`config.mk`:
```
export PLATFORM = sky130hd
export DESIGN_NAME = mem_port_arbiter
export DESIGN_NICKNAME = d
export VERILOG_FILES = /design/src/rtl/mem_port_arbiter.sv
export SDC_FILE = /design/constraint.sdc
export NUM_CORES = 1
export LEC_CHECK = 0
export CORE_UTILIZATION = 43
export CTS_BUF_LIST = sky130_fd_sc_hd__clkbuf_16
export CTS_CLUSTER_SIZE = 28
export DETAILED_ROUTE_END_ITERATION = 10
export PLACE_DENSITY = 0.95
export SYNTH_ARGS = -nofsm -noshare
export SYNTH_HDL_FRONTEND = slang
export SYNTH_SLANG_ARGS = --single-unit
```
`constraint.sdc`:
```
create_clock -name clk -period 6.2 [get_ports clk]
set_input_delay 0.93 -clock clk [delete_from_list [all_inputs] [get_ports clk]]
set_output_delay 0.93 -clock clk [all_outputs]
set_load 0.1 [all_outputs]
```
`src/rtl/mem_port_arbiter.sv`:
```
// Round-robin arbiter sharing one single-outstanding memory port between NUM_REQ requesters.
// Latches the winner's request, issues it to memory, and returns the response as a one-cycle pulse.
module mem_port_arbiter #(
    parameter int unsigned NUM_REQ    = 4,
    parameter int unsigned ADDR_WIDTH = 8,
    parameter int unsigned DATA_WIDTH = 16
) (
    input  logic                             clk,
    input  logic                             rst_n,
    input  logic [NUM_REQ-1:0]               req_vld,
    input  logic [NUM_REQ-1:0]               req_we,
    input  logic [NUM_REQ*ADDR_WIDTH-1:0]    req_addr,
    input  logic [NUM_REQ*DATA_WIDTH-1:0]    req_wdata,
    output logic [NUM_REQ-1:0]               req_gnt,
    output logic [NUM_REQ-1:0]               rsp_vld,
    output logic [DATA_WIDTH-1:0]            rsp_data,
    output logic                             mem_req_vld,
    input  logic                             mem_req_rdy,
    output logic                             mem_req_we,
    output logic [ADDR_WIDTH-1:0]            mem_req_addr,
    output logic [DATA_WIDTH-1:0]            mem_req_wdata,
    input  logic                             mem_rsp_vld,
    input  logic [DATA_WIDTH-1:0]            mem_rsp_data,
    output logic                             busy
);

    localparam int unsigned PTR_W = (NUM_REQ > 1) ? $clog2(NUM_REQ) : 1;
    localparam int unsigned SUM_W = PTR_W + 1;

    localparam logic [1:0] ST_IDLE     = 2'd0;
    localparam logic [1:0] ST_ISSUE    = 2'd1;
    localparam logic [1:0] ST_WAIT_RSP = 2'd2;

    // Modulo-NUM_REQ addition of two in-range requester indices.
    function automatic logic [PTR_W-1:0] ptr_add(input logic [PTR_W-1:0] a,
                                                 input logic [PTR_W-1:0] b);
        logic [SUM_W-1:0] s;
        s = SUM_W'(a) + SUM_W'(b);
        if (s >= SUM_W'(NUM_REQ)) begin
            s = s - SUM_W'(NUM_REQ);
        end
        return PTR_W'(s);
    endfunction

    logic [1:0]                state;
    logic [1:0]                state_nxt;
    logic [PTR_W-1:0]          rr_ptr;
    logic [PTR_W-1:0]          rr_ptr_nxt;
    logic [PTR_W-1:0]          owner;
    logic [PTR_W-1:0]          owner_nxt;
    logic [NUM_REQ-1:0]        req_gnt_nxt;
    logic [NUM_REQ-1:0]        rsp_vld_nxt;
    logic [DATA_WIDTH-1:0]     rsp_data_nxt;
    logic                      mem_req_vld_nxt;
    logic                      mem_req_we_nxt;
    logic [ADDR_WIDTH-1:0]     mem_req_addr_nxt;
    logic [DATA_WIDTH-1:0]     mem_req_wdata_nxt;
    logic                      busy_nxt;

    logic [2*NUM_REQ-1:0]      req_dbl;
    logic [NUM_REQ-1:0]        req_rot;
    logic [PTR_W-1:0]          rot_idx;
    logic [PTR_W-1:0]          winner;

    // Rotate requests so bit 0 is the requester at rr_ptr, then take the lowest set bit.
    assign req_dbl = {req_vld, req_vld};
    assign req_rot = NUM_REQ'(req_dbl >> rr_ptr);

    always_comb begin
        rot_idx = '0;
        for (int i = NUM_REQ - 1; i >= 0; i--) begin
            if (req_rot[i]) begin
                rot_idx = PTR_W'(i);
            end
        end
    end

    assign winner = ptr_add(rr_ptr, rot_idx);

    // Next-state and registered-output values.
    always_comb begin
        state_nxt         = state;
        rr_ptr_nxt        = rr_ptr;
        owner_nxt         = owner;
        req_gnt_nxt       = '0;
        rsp_vld_nxt       = '0;
        rsp_data_nxt      = rsp_data;
        mem_req_vld_nxt   = mem_req_vld;
        mem_req_we_nxt    = mem_req_we;
        mem_req_addr_nxt  = mem_req_addr;
        mem_req_wdata_nxt = mem_req_wdata;

        case (state)
            ST_IDLE: begin
                if (|req_vld) begin
                    owner_nxt         = winner;
                    req_gnt_nxt       = NUM_REQ'(1) << winner;
                    mem_req_vld_nxt   = 1'b1;
                    mem_req_we_nxt    = req_we[winner];
                    mem_req_addr_nxt  = ADDR_WIDTH'(req_addr >> (32'(winner) * ADDR_WIDTH));
                    mem_req_wdata_nxt = DATA_WIDTH'(req_wdata >> (32'(winner) * DATA_WIDTH));
                    state_nxt         = ST_ISSUE;
                end
            end
            ST_ISSUE: begin
                if (mem_req_rdy) begin
                    mem_req_vld_nxt = 1'b0;
                    state_nxt       = ST_WAIT_RSP;
                end
            end
            ST_WAIT_RSP: begin
                if (mem_rsp_vld) begin
                    rsp_data_nxt = mem_rsp_data;
                    rsp_vld_nxt  = NUM_REQ'(1) << owner;
                    rr_ptr_nxt   = ptr_add(owner, PTR_W'(1));
                    state_nxt    = ST_IDLE;
                end
            end
            default: begin
                mem_req_vld_nxt = 1'b0;
                state_nxt       = ST_IDLE;
            end
        endcase

        busy_nxt = (state_nxt != ST_IDLE);
    end

    // State and output registers; reset abandons any in-flight transaction.
    always_ff @(posedge clk or negedge rst_n) begin
        if (!rst_n) begin
            state         <= ST_IDLE;
            rr_ptr        <= '0;
            owner         <= '0;
            req_gnt       <= '0;
            rsp_vld       <= '0;
            rsp_data      <= '0;
            mem_req_vld   <= 1'b0;
            mem_req_we    <= 1'b0;
            mem_req_addr  <= '0;
            mem_req_wdata <= '0;
            busy          <= 1'b0;
        end else begin
            state         <= state_nxt;
            rr_ptr        <= rr_ptr_nxt;
            owner         <= owner_nxt;
            req_gnt       <= req_gnt_nxt;
            rsp_vld       <= rsp_vld_nxt;
            rsp_data      <= rsp_data_nxt;
            mem_req_vld   <= mem_req_vld_nxt;
            mem_req_we    <= mem_req_we_nxt;
            mem_req_addr  <= mem_req_addr_nxt;
            mem_req_wdata <= mem_req_wdata_nxt;
            busy          <= busy_nxt;
        end
    end

endmodule

```
==> results.tsv, run 1 <==
metric	value	unit
nets	607	
setup_viol	0	
synth_compound_area_frac	0.240	
syn_area_per_cell	10.2	um2
antenna_found_initial	0	
die_area	7930	um2
drv_cap	0	
start_util	0.447	
drc	0	
numClockSinks	57	
grt_pass1_vias	3182	
synthArstFlopShare	1.00	
place_congestion	0.795	
io_buffers	174	
synth-simple-area-share	0.180	
drt_iter0_drc	156	
cts_resized	0	
grt_first_pass_wirelength	15.7	mm
final_common_cell	clkdlybuf4s50_1	
synth_ff_type	dfrtp_1	
core	7290	um2
end_kind	flip-flop	
synth_seq_area_share	0.438	
overflow	0	
synth_edf_count	0	
rsz0062_at_grt	no	
ys_types	42	
cts_tree	yes	
crit_chain	clkdlybuf4s50_1 -> nand2_1 -> a21oi_1 -> nor2_1 -> a211oi_1 -> a21oi_1 -> ha_4 -> xor2_1 -> a21oi_2 -> a2111oi_0 -> o31ai_1	
synth_top_cell_by_area	dfrtp_1	
cp-start-kind	primary input	
clk_latency	0.31	ns
drv_slew	0	
slowest_stage	a21oi_2	
wl	10.6	mm
synth_xor_area_frac	0.00537	
die_h	89.1	um
first_pass_iters	4	
yosysTopAreaCellShare	0.438	
final_cell_mix	173 x clkdlybuf4s50_1, 57 x dfrtp_1, 51 x nor2b_1	
vias	3233	
setup_tns	0	ns
pin_count	175	
htree_levels	3	
cts_root_buffer	clkbuf_16	
synth_seq_cells	57	
crit_required	6.39	ns
finalHoldViolCount	0	
max_stage_delay	0.89	ns
gr-usage-all-layers	0.266	
hp-class	reg -> reg	
grt_max_degree	104	
fin_hold_ws	0.473	ns
synthCells	321	
synth_nets	450	
synth_warnings	0	
crit_family	compound AO/OA/AOI/OAI gates	
synthMuxAreaShare	0.0633	
drive_above_1_share	0.0830	
cp_max_fo	26	
via_per_inst	5.56	
crit_buf_inv	1	
fmax	0.260	GHz
synth_top_family_by_area	compound AO/OA/AOI/OAI gates	
ctsLongestPathBuffers	2	
diodes	0	
fp-row-count	31	
cp.arrival	4.05	ns
synthTopCellsByArea	dfrtp_1 44%, nor2b_1 9.8%, a221oi_1 6.7%	
postRouteAntennaNets	0	
synthAdderAreaFrac	0.0192	
outcome	complete, no violations	
clkSlewWorstSetupHoldPaths	0.05	ns
relSlewSlack	0.192	
fin_crit	3.85	ns
cpMostUsedCell	a21oi_1	
wl_per_cell	18.2	um
netlist_area	3260	um2
cts_buffers	9	
finalClockSkew	0.00483	ns
syn_to_final_growth	62.3	%
post-dp-hpwl	7.21	mm
critPathKind	in -> reg	
cts_hold_buf	0	
die_w	89.1	um
post_cts_buffers	0	
period_share	0.621	
worst_slew_pin_slew	1.21	ns
==> flip-flops by register name, indices dropped and copies added (netlist names) <==
register and flops:
mem_req_vld 1, mem_req_addr 8, rsp_vld 4, req_gnt 4, mem_req_we 1, rr_ptr 2, mem_req_wdata 16, owner 2
state 2, rsp_data 16, busy 1
==> synthesized netlist by cell type (2+ instances only) <==
cell type	number
dfrtp_1	57
a2111oi_0	20
o31ai_1	25
buf_6	3
nor3_1	5
o21ai_0	5
buf_2	3
clkbuf_1	17
nand2b_1	3
ha_1	5
nor2b_1	51
inv_1	7
a2111oi_1	5
o21bai_1	2
buf_4	4
nand2_1	32
a21oi_1	4
a221oi_1	25
mux2_2	17
nor2_1	9
==> final timing paths <==
path	startpoint	to	slack [ns]	cells past startpoint
setup / recovery	req_vld[2]	mem_req_wdata[15]$_DFFE_PN0P_	2.35	11
hold / removal	mem_req_addr[2]$_DFFE_PN0P_	mem_req_addr[2]$_DFFE_PN0P_	0.47	2
setup reg to reg	rr_ptr[1]$_DFFE_PN0P_	mem_req_wdata[15]$_DFFE_PN0P_	3.03	10
hold reg to reg	mem_req_addr[2]$_DFFE_PN0P_	mem_req_addr[2]$_DFFE_PN0P_	0.47	2
max in group asynchronous	rst_n	mem_req_wdata[12]$_DFFE_PN0P_	4.96	2
min in group asynchronous	rst_n	req_gnt[3]$_DFF_PN0_	0.76	2
==> worst reg2reg max path, delay by kind of cell, from the launching register on <==
kind            cells  cell delay (ns)
simple gates        2             0.14
fa+ha+maj           1             0.19
flops               1             0.55
compound gates      6             2.00
xor+xnor            1             0.16
==> cell families after synthesis <==
kind of cell / after synthesis
and+or+nand+nor: 108
AOI/OAI and AO/OA: 95
DFF: 57
buffers and inverters: 36
muxes: 18
adders and majority gates: 5
xor gates and xnor gates: 2
==> metal layers <==
metal	wire, um	part of all wire	up-vias	GRT usage
li1	-	-	1513	-
met1	4110	0.39	1519	0.308
met2	5280	0.50	171	0.448
met3	889	0.084	30	0.0776
met4	317	0.030	0	0.141
met5	0	0	-	0
==> stage by stage <==
step | cell area, um2 | cells | util | setup WS, ns
final | 5290 | 581 | 0.725 | 2.35
after global routing | 5290 | 581 | 0.725 | 2.18
after CTS | 5290 | 581 | 0.725 | 2.41
after detailed placement | 4990 | 566 | 0.684 | 2.18
after global placement | 4990 | 566 | 0.684 | 2.39
after floorplan | 3260 | 321 | - | 3.16
==> area by class of cell <==
type / instances / area (um2)
inverter: 7 / 26.3
clock buffer: 9 / 225
fill: 506 / 2000
tap: 99 / 124
clock inverter: 6 / 75.1
multi-input combinational: 228 / 1670
sequential: 57 / 1430
timing repair buffer: 175 / 1740
Power of run 1 is left out: the tool's default activity adds up to more than one toggle a clock period on the data nets, which glitch-free logic cannot reach.
==> inputs of run 2 (changes only) <==
--- a/config.mk
+++ b/config.mk
@@ -5,11 +5,11 @@
 export SDC_FILE = /design/constraint.sdc
 export NUM_CORES = 1
 export LEC_CHECK = 0
-export CORE_UTILIZATION = 43
+export CORE_UTILIZATION = 36
 export CTS_BUF_LIST = sky130_fd_sc_hd__clkbuf_16
 export CTS_CLUSTER_SIZE = 28
 export DETAILED_ROUTE_END_ITERATION = 10
-export PLACE_DENSITY = 0.95
+export PLACE_DENSITY = 0.87
 export SYNTH_ARGS = -nofsm -noshare
 export SYNTH_HDL_FRONTEND = slang
 export SYNTH_SLANG_ARGS = --single-unit
==> constraint.sdc (replaced) <==
create_clock -name clk -period 3.2 [get_ports clk]
set_input_delay 0.48 -clock clk [delete_from_list [all_inputs] [get_ports clk]]
set_output_delay 0.48 -clock clk [all_outputs]
set_load 0.1 [all_outputs]
==> run 2 against run 1 <==
  * Sequential cell count did not move
  * Sequential share of layout area is 0.56 points lower
  * Critical path depth is 1 lower
  * Utilization decreased by 11 points
  * Clock skew grew 0.0034 ns
  * Global-route usage down 5.6 points
==> results.tsv, run 2 (same netlist as run 1, synthesis figures left out) <==
metric	value	unit	change
wl	9.75	mm	-8.0%
first_pass_iters	5		+1
outcome	complete, no violations		
die_w	97.2	um	+9.1%
crit_required	3.38	ns	-3.01 ns
finalHoldViolCount	0		unchanged
r2r_slack	0.42	ns	-2.61 ns
cts_buffers	9		unchanged
antenna_found_initial	0		unchanged
multi_input_area	1680	um2	+0.45%
fill_cells	723		+43%
pin_count	175		unchanged
hp-class	in -> async		
die_h	97.2	um	+9.1%
rsz0062_at_grt	no		
final_cell_mix	162 x clkdlybuf4s50_1, 57 x dfrtp_1, 51 x nor2b_1		
cts_hold_buf	0		unchanged
cpMostUsedCell	a21oi_1		
grt_use_met2	0.379		-0.0689
gr-usage-all-layers	0.210		-0.0558
drc	0		unchanged
grt_pass1_vias	3276		+3.0%
start_util	0.372		-0.0750
grt_first_pass_wirelength	15.9	mm	+1.2%
seq_area	1430	um2	unchanged
postRouteAntennaNets	0		unchanged
place_congestion	0.787		-1.0%
cp.arrival	3.05	ns	-1.00 ns
fmax	0.349	GHz	
cp_max_fo	26		unchanged
core	8760	um2	+20%
use_met1	0.243		-0.0652
fp-row-count	34		+9.7%
cts_tree	yes		
critPathKind	in -> reg		
grt_util_met3	0.0540		-0.0236
largestRegisters	mem_req_wdata x16, rsp_data x16, mem_req_addr x8		
clk_latency	0.32	ns	about the same
post-dp-hpwl	7.25	mm	+0.54%
die_area	9440	um2	+19%
diodes	0		unchanged
max_stage_delay	0.60	ns	-0.29 ns
drive_above_1_share	0.135		+0.0524
drv_slew	0		unchanged
fin_crit	2.87	ns	
grt_max_degree	40		-62%
worst_slew_pin_slew	1.01	ns	-0.199 ns
numClockSinks	57		unchanged
end_kind	flip-flop		
cp-start-kind	primary input		
vias	3232		-0.031%
setup_viol	0		unchanged
clkSlewWorstSetupHoldPaths	0.06	ns	about the same
crit_chain	clkdlybuf4s50_1 -> o21bai_1 -> a21oi_1 -> a21oi_1 -> a21oi_1 -> ha_4 -> xor2_1 -> a21oi_4 -> a2111oi_0 -> o31ai_1		
final_common_cell	clkdlybuf4s50_1		
wl_per_cell	16.2	um	-11%
cts_root_buffer	clkbuf_16		
syn_to_final_growth	65.7	%	
drt_iter0_drc	120		-23%
htree_levels	3		unchanged
io_buffers	174		unchanged
fin_util	0.616		-0.109
relSlewSlack	0.323		+0.130
via_per_inst	5.36		-3.7%
drv_cap	0		unchanged
period_share	0.896		
nets	620		+2.1%
ctsLongestPathBuffers	2		unchanged
finalClockSkew	0.00822	ns	+0.00339 ns
slowest_stage	a2111oi_0		
top_usage_layer	met2		
overflow	0		unchanged
-- run 2: metal layers --
layer  part of all wire  vias to the layer above
li1                   -                     1538
met1               0.39                     1537
met2               0.51                      145
met3              0.078                       12
met4              0.013                        0
met5                  0                        -
-- run 2: repair_timing --
item                                    CTS  global route
endpoints found under the setup margin    0            26
buffers inserted                          0             0
resized for setup                         0             1
-- run 2: area by class of cell --
| type | instances | share of cell area |
|---|---|---|
| clock buffers | 9 | 0.0417 |
| clock inverters | 6 | 0.0111 |
| inverters | 7 | 0.00486 |
| multi-input cells | 228 | 0.310 |
| flip-flops and latches | 57 | 0.264 |
| well taps | 108 | 0.0250 |
| repair buffers | 188 | 0.343 |
-- run 2: final timing paths --
path                       cells after the start                     startpoint                             to
max                                           10                     req_vld[1]    mem_req_addr[7]$_DFFE_PN0P_
min                                            1                          rst_n   mem_req_wdata[4]$_DFFE_PN0P_
max reg2reg                                   10          rr_ptr[1]$_DFFE_PN0P_    mem_req_addr[7]$_DFFE_PN0P_
min reg2reg                                    2  mem_req_wdata[13]$_DFFE_PN0P_  mem_req_wdata[13]$_DFFE_PN0P_
max in group asynchronous                      2                          rst_n        rsp_data[3]$_DFFE_PN0P_
min in group clk                               2  mem_req_wdata[13]$_DFFE_PN0P_  mem_req_wdata[13]$_DFFE_PN0P_
-- run 2: critical path, delay by kind of cell --
| family | cells | cell delay [ns] |
|---|---|---|
| xor+xnor | 1 | 0.32 |
| buf+inv | 1 | 0.51 |
| fa+ha+maj | 1 | 0.18 |
| compound gates | 7 | 1.56 |
-- run 2: stage by stage --
step | std cells | hold slack (ns) | TNS [ns] | worst slack, ns | instance area (um2)
floorplan | 321 | 0.184 | 0 | 0.606 | 3260
global placement | 588 | 0.461 | -0.465 | -0.0416 | 5110
detailed placement | 588 | 0.471 | -3.91 | -0.224 | 5110
CTS | 603 | 0.219 | 0 | 0.0893 | 5390
global route | 603 | 0.256 | 0 | 0.178 | 5400
finish | 603 | 0.200 | 0 | 0.332 | 5400
Power of run 2 is left out for the same reason.
==> inputs of run 3 (changes only) <==
--- a/config.mk
+++ b/config.mk
@@ -7,7 +7,7 @@
 export LEC_CHECK = 0
 export CORE_UTILIZATION = 36
 export CTS_BUF_LIST = sky130_fd_sc_hd__clkbuf_16
-export CTS_CLUSTER_SIZE = 28
+export CTS_CLUSTER_SIZE = 16
 export DETAILED_ROUTE_END_ITERATION = 10
 export PLACE_DENSITY = 0.87
 export SYNTH_ARGS = -nofsm -noshare
==> results of run 3 <==
Final layout, timing and power as in run 2 (identical DEF).
Power of run 3 is left out for the same reason.
==> RTL change 1, RTL diff (settings of run 2) <==
Take the reset off `mem_req_wdata` and load it in a clocked block of its own.
--- a/src/rtl/mem_port_arbiter.sv
+++ b/src/rtl/mem_port_arbiter.sv
@@ -137,7 +137,6 @@
             mem_req_vld   <= 1'b0;
             mem_req_we    <= 1'b0;
             mem_req_addr  <= '0;
-            mem_req_wdata <= '0;
             busy          <= 1'b0;
         end else begin
             state         <= state_nxt;
@@ -149,10 +148,13 @@
             mem_req_vld   <= mem_req_vld_nxt;
             mem_req_we    <= mem_req_we_nxt;
             mem_req_addr  <= mem_req_addr_nxt;
-            mem_req_wdata <= mem_req_wdata_nxt;
             busy          <= busy_nxt;
         end
     end
 
+    always_ff @(posedge clk) begin
+        mem_req_wdata <= mem_req_wdata_nxt;
+    end
+
 endmodule
 
Formal check against the unedited RTL: not equivalent (Yosys sat finds a counterexample within 4 cycles, from zero or initial values and one cycle with rst_n low).
==> RTL change 1 against run 2 <==
  * Worst setup slack worse by 0.023 ns
  * Area after synthesis down 7.6%
  * Final area down 4.8%
  * Non-clock buffer count down 5
  * Sequential cell count unchanged
  * Routed wire length down 16%
  * Worst hold slack better by 0.098 ns
  * First-iteration DRC count down 59%
  * Critical path type unchanged
  * Highest routed layer unchanged
Power is not shown: default switching activity piles up to over one toggle a cycle in this logic, so the estimate is an artifact.
==> RTL change 1: results (changes against run 2) <==
| Step | Result | Reported | vs run 2 |
|:---|:---|:---|:---|
| cells and area | Fraction of layout instances using a drive strength above 1 | 21.92% | +8.4 points |
| worst setup path | Register-to-register setup slack | 0.61 ns | +0.19 ns |
| routing | Routed vias | 2555 | -21% |
| worst setup path | Worst Reg2Reg Path Length in Cells | 11 | +1 |
| worst setup path | Worst setup path start | req_vld[0] |  |
| grt | Global-route track usage on met3 | 6.341% | +0.95 points |
| place | Routability congestion estimate | 0.7386 | -6.1% |
| status | Status | finished clean |  |
| routing | Wire length on met2 | 4484 µm | -10% |
| cells and area | Final-stage net count | 531 | -14% |
| logic synthesis | Count of flip-flops with a built-in enable after synthesis | 16 | +16 |
| routing | Pre-antenna DRT Iters | 4 | -1 |
| logic synthesis | Number of distinct library cell variants in the gate-level netlist after synthesis | 37 | -12% |
| routing | DRT met1 WL | 2880 µm | -25% |
| grt | Fraction of met2 tracks used by global routing | 37.13% | -0.73 points |
| routing | Length of routed met3 wiring | 710 µm | -6.9% |
| grt | Global Route met1 Usage | 20.49% | -3.8 points |
| logic synthesis | Leading cell types by total area after synthesis | sky130_fd_sc_hd__dfrtp_1 34%, sky130_fd_sc_hd__edfxtp_1 16%, sky130_fd_sc_hd__mux4_2 12% |  |
| grt | Overall global routing resource usage | 19.73% | -1.3 points |
| logic synthesis | Most used standard cells in the synthesized netlist | 41 x sky130_fd_sc_hd__dfrtp_1, 25 x sky130_fd_sc_hd__mux2_2, 18 x sky130_fd_sc_hd__nand2_1 |  |
| routing | DRC marker count from the first detailed-route iteration | 49 | -59% |
| worst setup path | Reg-to-Reg End | mem_req_wdata[7] |  |
| worst setup path | Largest delay share family, worst path | buffers and inverters |  |
| worst setup path | Critical Path Fanout Max | 27 | +3.8% |
| routing | Sum of routed wire length over all layers | 8199 µm | -16% |
| grt | Largest net degree at the start of global routing | 42 | +5.0% |
| grt | Via count of the first global-routing pass | 2693 | -18% |
| logic synthesis | Async set-reset flop share out of synthesis | 71.93% | -28 points |
[RTL change 1: logic make-up after synthesis]
kind of cell	synth area share (%)
adders and majority gates	2.078
muxes	28.68
AOI/OAI and AO/OA	7.731
buffers and inverters	3.699
xor gates and xnor gates	0.8315
and+or+nand+nor	6.941
DFF	50.04
[RTL change 1: area by class of cell]
cell class | instances | area (µm²)
Timing Repair Buffer | 183 | 1792
Inverter | 8 | 30.03
Clock buffer | 9 | 225.2
Sequential cell | 57 | 1506
Tap cell | 102 | 127.6
Fill cell | 619 | 2744
Clock inverter | 6 | 58.81
Multi-Input combinational cell | 143 | 1404
[RTL change 1: stage by stage]
step	worst slack, ns	cell area [µm²]	hold slack [ns]	util, %	instances
6_report	0.3086	5144	0.2985	65.21	508
5_1_grt	0.1786	5144	0.3721	65.21	508
4_1_cts	0.3331	5144	0.3168	65.21	508
3_5_place_dp	0.002558	4860	0.4952	61.61	493
3_3_place_gp	0.1278	4860	0.4838	61.61	493
2_1_floorplan	0.4734	3010	0.1844	-	221
==> RTL change 2, RTL diff (flow settings as in run 2) <==
Made on the original files. Change the parameter `ADDR_WIDTH` from 8 to 9.
--- a/src/rtl/mem_port_arbiter.sv
+++ b/src/rtl/mem_port_arbiter.sv
@@ -2,7 +2,7 @@
 // Latches the winner's request, issues it to memory, and returns the response as a one-cycle pulse.
 module mem_port_arbiter #(
     parameter int unsigned NUM_REQ    = 4,
-    parameter int unsigned ADDR_WIDTH = 8,
+    parameter int unsigned ADDR_WIDTH = 9,
     parameter int unsigned DATA_WIDTH = 16
 ) (
     input  logic                             clk,
Ports: changed (resized mem_req_addr and req_addr); port bits go from 175 to 180. The function was not compared with the original's and may differ.
==> RTL change 2 against run 2 <==
  * Area after synthesis rose by 6.1%
  * Sequential cell count rose by 1
  * Fmax rose by 0.30%
  * Routed wire length rose by 3.3%
  * First-iteration DRC count fell by 38%
  * Global-route usage fell by 0.93 points
  * Final area rose by 5.5%
  * Non-clock buffer count rose by 6
  * Worst setup slack improved by 0.0086 ns
  * Synthesized cell count rose by 2.8%
  * Critical path depth rose by 1
Power is left out: the tool's default activity adds up to more than one toggle a clock period on the data nets, which glitch-free logic cannot reach.
==> RTL change 2: results (changes against run 2) <==
| Step | Result | Reported | vs run 2 |
|:---|:---|:---|:---|
| logic synthesis | Share of the synthesized area in compound gates (AO/OA/AOI/OAI) | 26.91% | +2.9 points |
| worst setup path | Reg-to-Reg End | mem_req_wdata[9] |  |
| routing | Pre-antenna DRT Iters | 4 | -1 |
| sta | Relative slew slack | 33.94% | +1.7 points |
| grt | Overall global routing resource usage | 20.09% | -0.93 points |
| logic synthesis | Leading cell types by total area after synthesis | sky130_fd_sc_hd__dfrtp_1 42%, sky130_fd_sc_hd__nor2b_1 9.6%, sky130_fd_sc_hd__a221oi_1 6.6% |  |
| status | Status | finished clean |  |
| worst setup path | Signal arrival time at the worst endpoint | 3.06 ns | about the same |
| logic synthesis | Fraction of the mapped netlist area in adder cells | 1.808% | -0.11 points |
| clock tree | CTS clock-pin slew for the worst setup and hold paths | 0.06 ns | about the same |
| logic synthesis | Number of distinct library cell variants in the gate-level netlist after synthesis | 43 | +2.4% |
| cells and area | Fraction of layout instances using a drive strength above 1 | 18.47% | +4.9 points |
| clock tree | Total setup buffers inserted after CTS | 0 | unchanged |
| worst setup path | Worst Reg2Reg Path Length in Cells | 11 | +1 |
| logic synthesis | Most used standard cells in the synthesized netlist | 58 x sky130_fd_sc_hd__dfrtp_1, 53 x sky130_fd_sc_hd__nor2b_1, 33 x sky130_fd_sc_hd__nand2_1 |  |
| sta | Skew final | 0.009784 ns | +0.001566 ns |
| logic synthesis | Net count after synthesis | 463 | +2.9% |
| routing | Routed vias | 3341 | +3.4% |
| cells and area | Fillers | 788 | +9.0% |
| grt | Wire length of the first global-routing pass | 15500 µm | -2.5% |
| worst setup path | Register-to-register setup slack | 0.56 ns | +0.14 ns |
| logic synthesis | Yosys warning count | 0 | unchanged |
| place | Post-DP HPWL | 7549 µm | +4.2% |
| worst setup path | Critical Path Fanout Max | 15 | -42% |
| logic synthesis | Mux share of post-synthesis cell area | 5.967% | -0.37 points |
| routing | DRC marker count from the first detailed-route iteration | 75 | -38% |
| grt | Antenna violations before repair | 0 | unchanged |
| logic synthesis | Seq/Total Area, Yosys | 41.95% | -1.8 points |
| place | IO Port Bufs | 179 | +2.9% |
| clock tree | Number of cells upsized or downsized after cts | 0 | unchanged |
| cells and area | Largest regs | mem_req_wdata (16), rsp_data (16), mem_req_addr (9) |  |
| cells and area | Final-stage net count | 637 | +2.7% |
| grt | Via count of the first global-routing pass | 3236 | -1.2% |
| place | Routability congestion estimate | 0.7895 | +0.38% |
| routing | Routed wirelength normalized by instance count | 15.79 µm | -2.3% |
| logic synthesis | Synth Area in XOR/XNOR | 0.5063% | -0.031 points |
| grt | Largest net degree at the start of global routing | 37 | -7.5% |
[RTL change 2: cell types whose count changed after synthesis, moves of 2 or more]
| cell | run 2 | this run |
|---|---|---|
| sky130_fd_sc_hd__a2111oi_0 | 20 | 7 |
| sky130_fd_sc_hd__o31ai_2 | 0 | 11 |
| sky130_fd_sc_hd__a2111oi_2 | 0 | 10 |
| sky130_fd_sc_hd__o31ai_1 | 25 | 15 |
| sky130_fd_sc_hd__a2111oi_1 | 5 | 9 |
| sky130_fd_sc_hd__nor2b_1 | 51 | 53 |
[RTL change 2: critical path: stages]
cell and delay (ns):
sky130_fd_sc_hd__clkdlybuf4s50_1 0.63, sky130_fd_sc_hd__o21bai_1 0.12, sky130_fd_sc_hd__a21oi_1 0.18, sky130_fd_sc_hd__a21oi_1 0.06, sky130_fd_sc_hd__a21oi_1 0.22, sky130_fd_sc_hd__ha_4 0.17
sky130_fd_sc_hd__xor2_1 0.32, sky130_fd_sc_hd__a21oi_4 0.05, sky130_fd_sc_hd__buf_4 0.21, sky130_fd_sc_hd__a2111oi_0 0.49, sky130_fd_sc_hd__o31ai_1 0.12
[RTL change 2: cell type report]
| class | count | area share (%) |
|---|---|---|
| Inverter | 7 | 0.4610 |
| Multi-Input combinational cell | 234 | 32.29 |
| Tap cell | 129 | 2.832 |
| Clock inverter | 7 | 1.493 |
| Clock buffer | 9 | 3.952 |
| Timing Repair Buffer | 194 | 33.50 |
| Sequential cell | 58 | 25.47 |
[RTL change 2: how the worst max path moves through the flow]
stage | cells after the start | end | slack [ns] | from
global route | 12 | mem_req_wdata[9] | 0.22 | req_vld[3]
finish | 11 | mem_req_wdata[9] | 0.34 | req_vld[0]
detailed placement | 11 | mem_req_wdata[9] | 0.04 | req_vld[0]
global placement | 12 | mem_req_wdata[2] | 0.11 | req_vld[3]
CTS | 11 | mem_req_wdata[9] | 0.36 | req_vld[0]
floorplan | 11 | mem_req_wdata[11] | 0.70 | req_vld[3]
[RTL change 2: routing by layer]
metal / track usage (%) / up-vias / part of all wire [%]
met2: 35.60 / 140 / 50
met3: 5.571 / 17 / 7.1
met1: 22.96 / 1598 / 41
li1: - / 1586 / -
met5: 0 / - / 0
met4: 7.915 / 0 / 1.8
[RTL change 2: stage by stage]
stage,setup WS [ns],instances,hold slack (ns),area [µm²],util (%)
6_report,0.3405,638,0.2497,5699,61.39
5_1_grt,0.2163,638,0.3171,5699,61.39
4_1_cts,0.3615,638,0.2919,5699,61.39
3_5_place_dp,0.03634,622,0.4736,5389,58.05
3_3_place_gp,0.1146,622,0.4637,5389,58.05
2_1_floorplan,0.6998,330,0.1844,3460,-
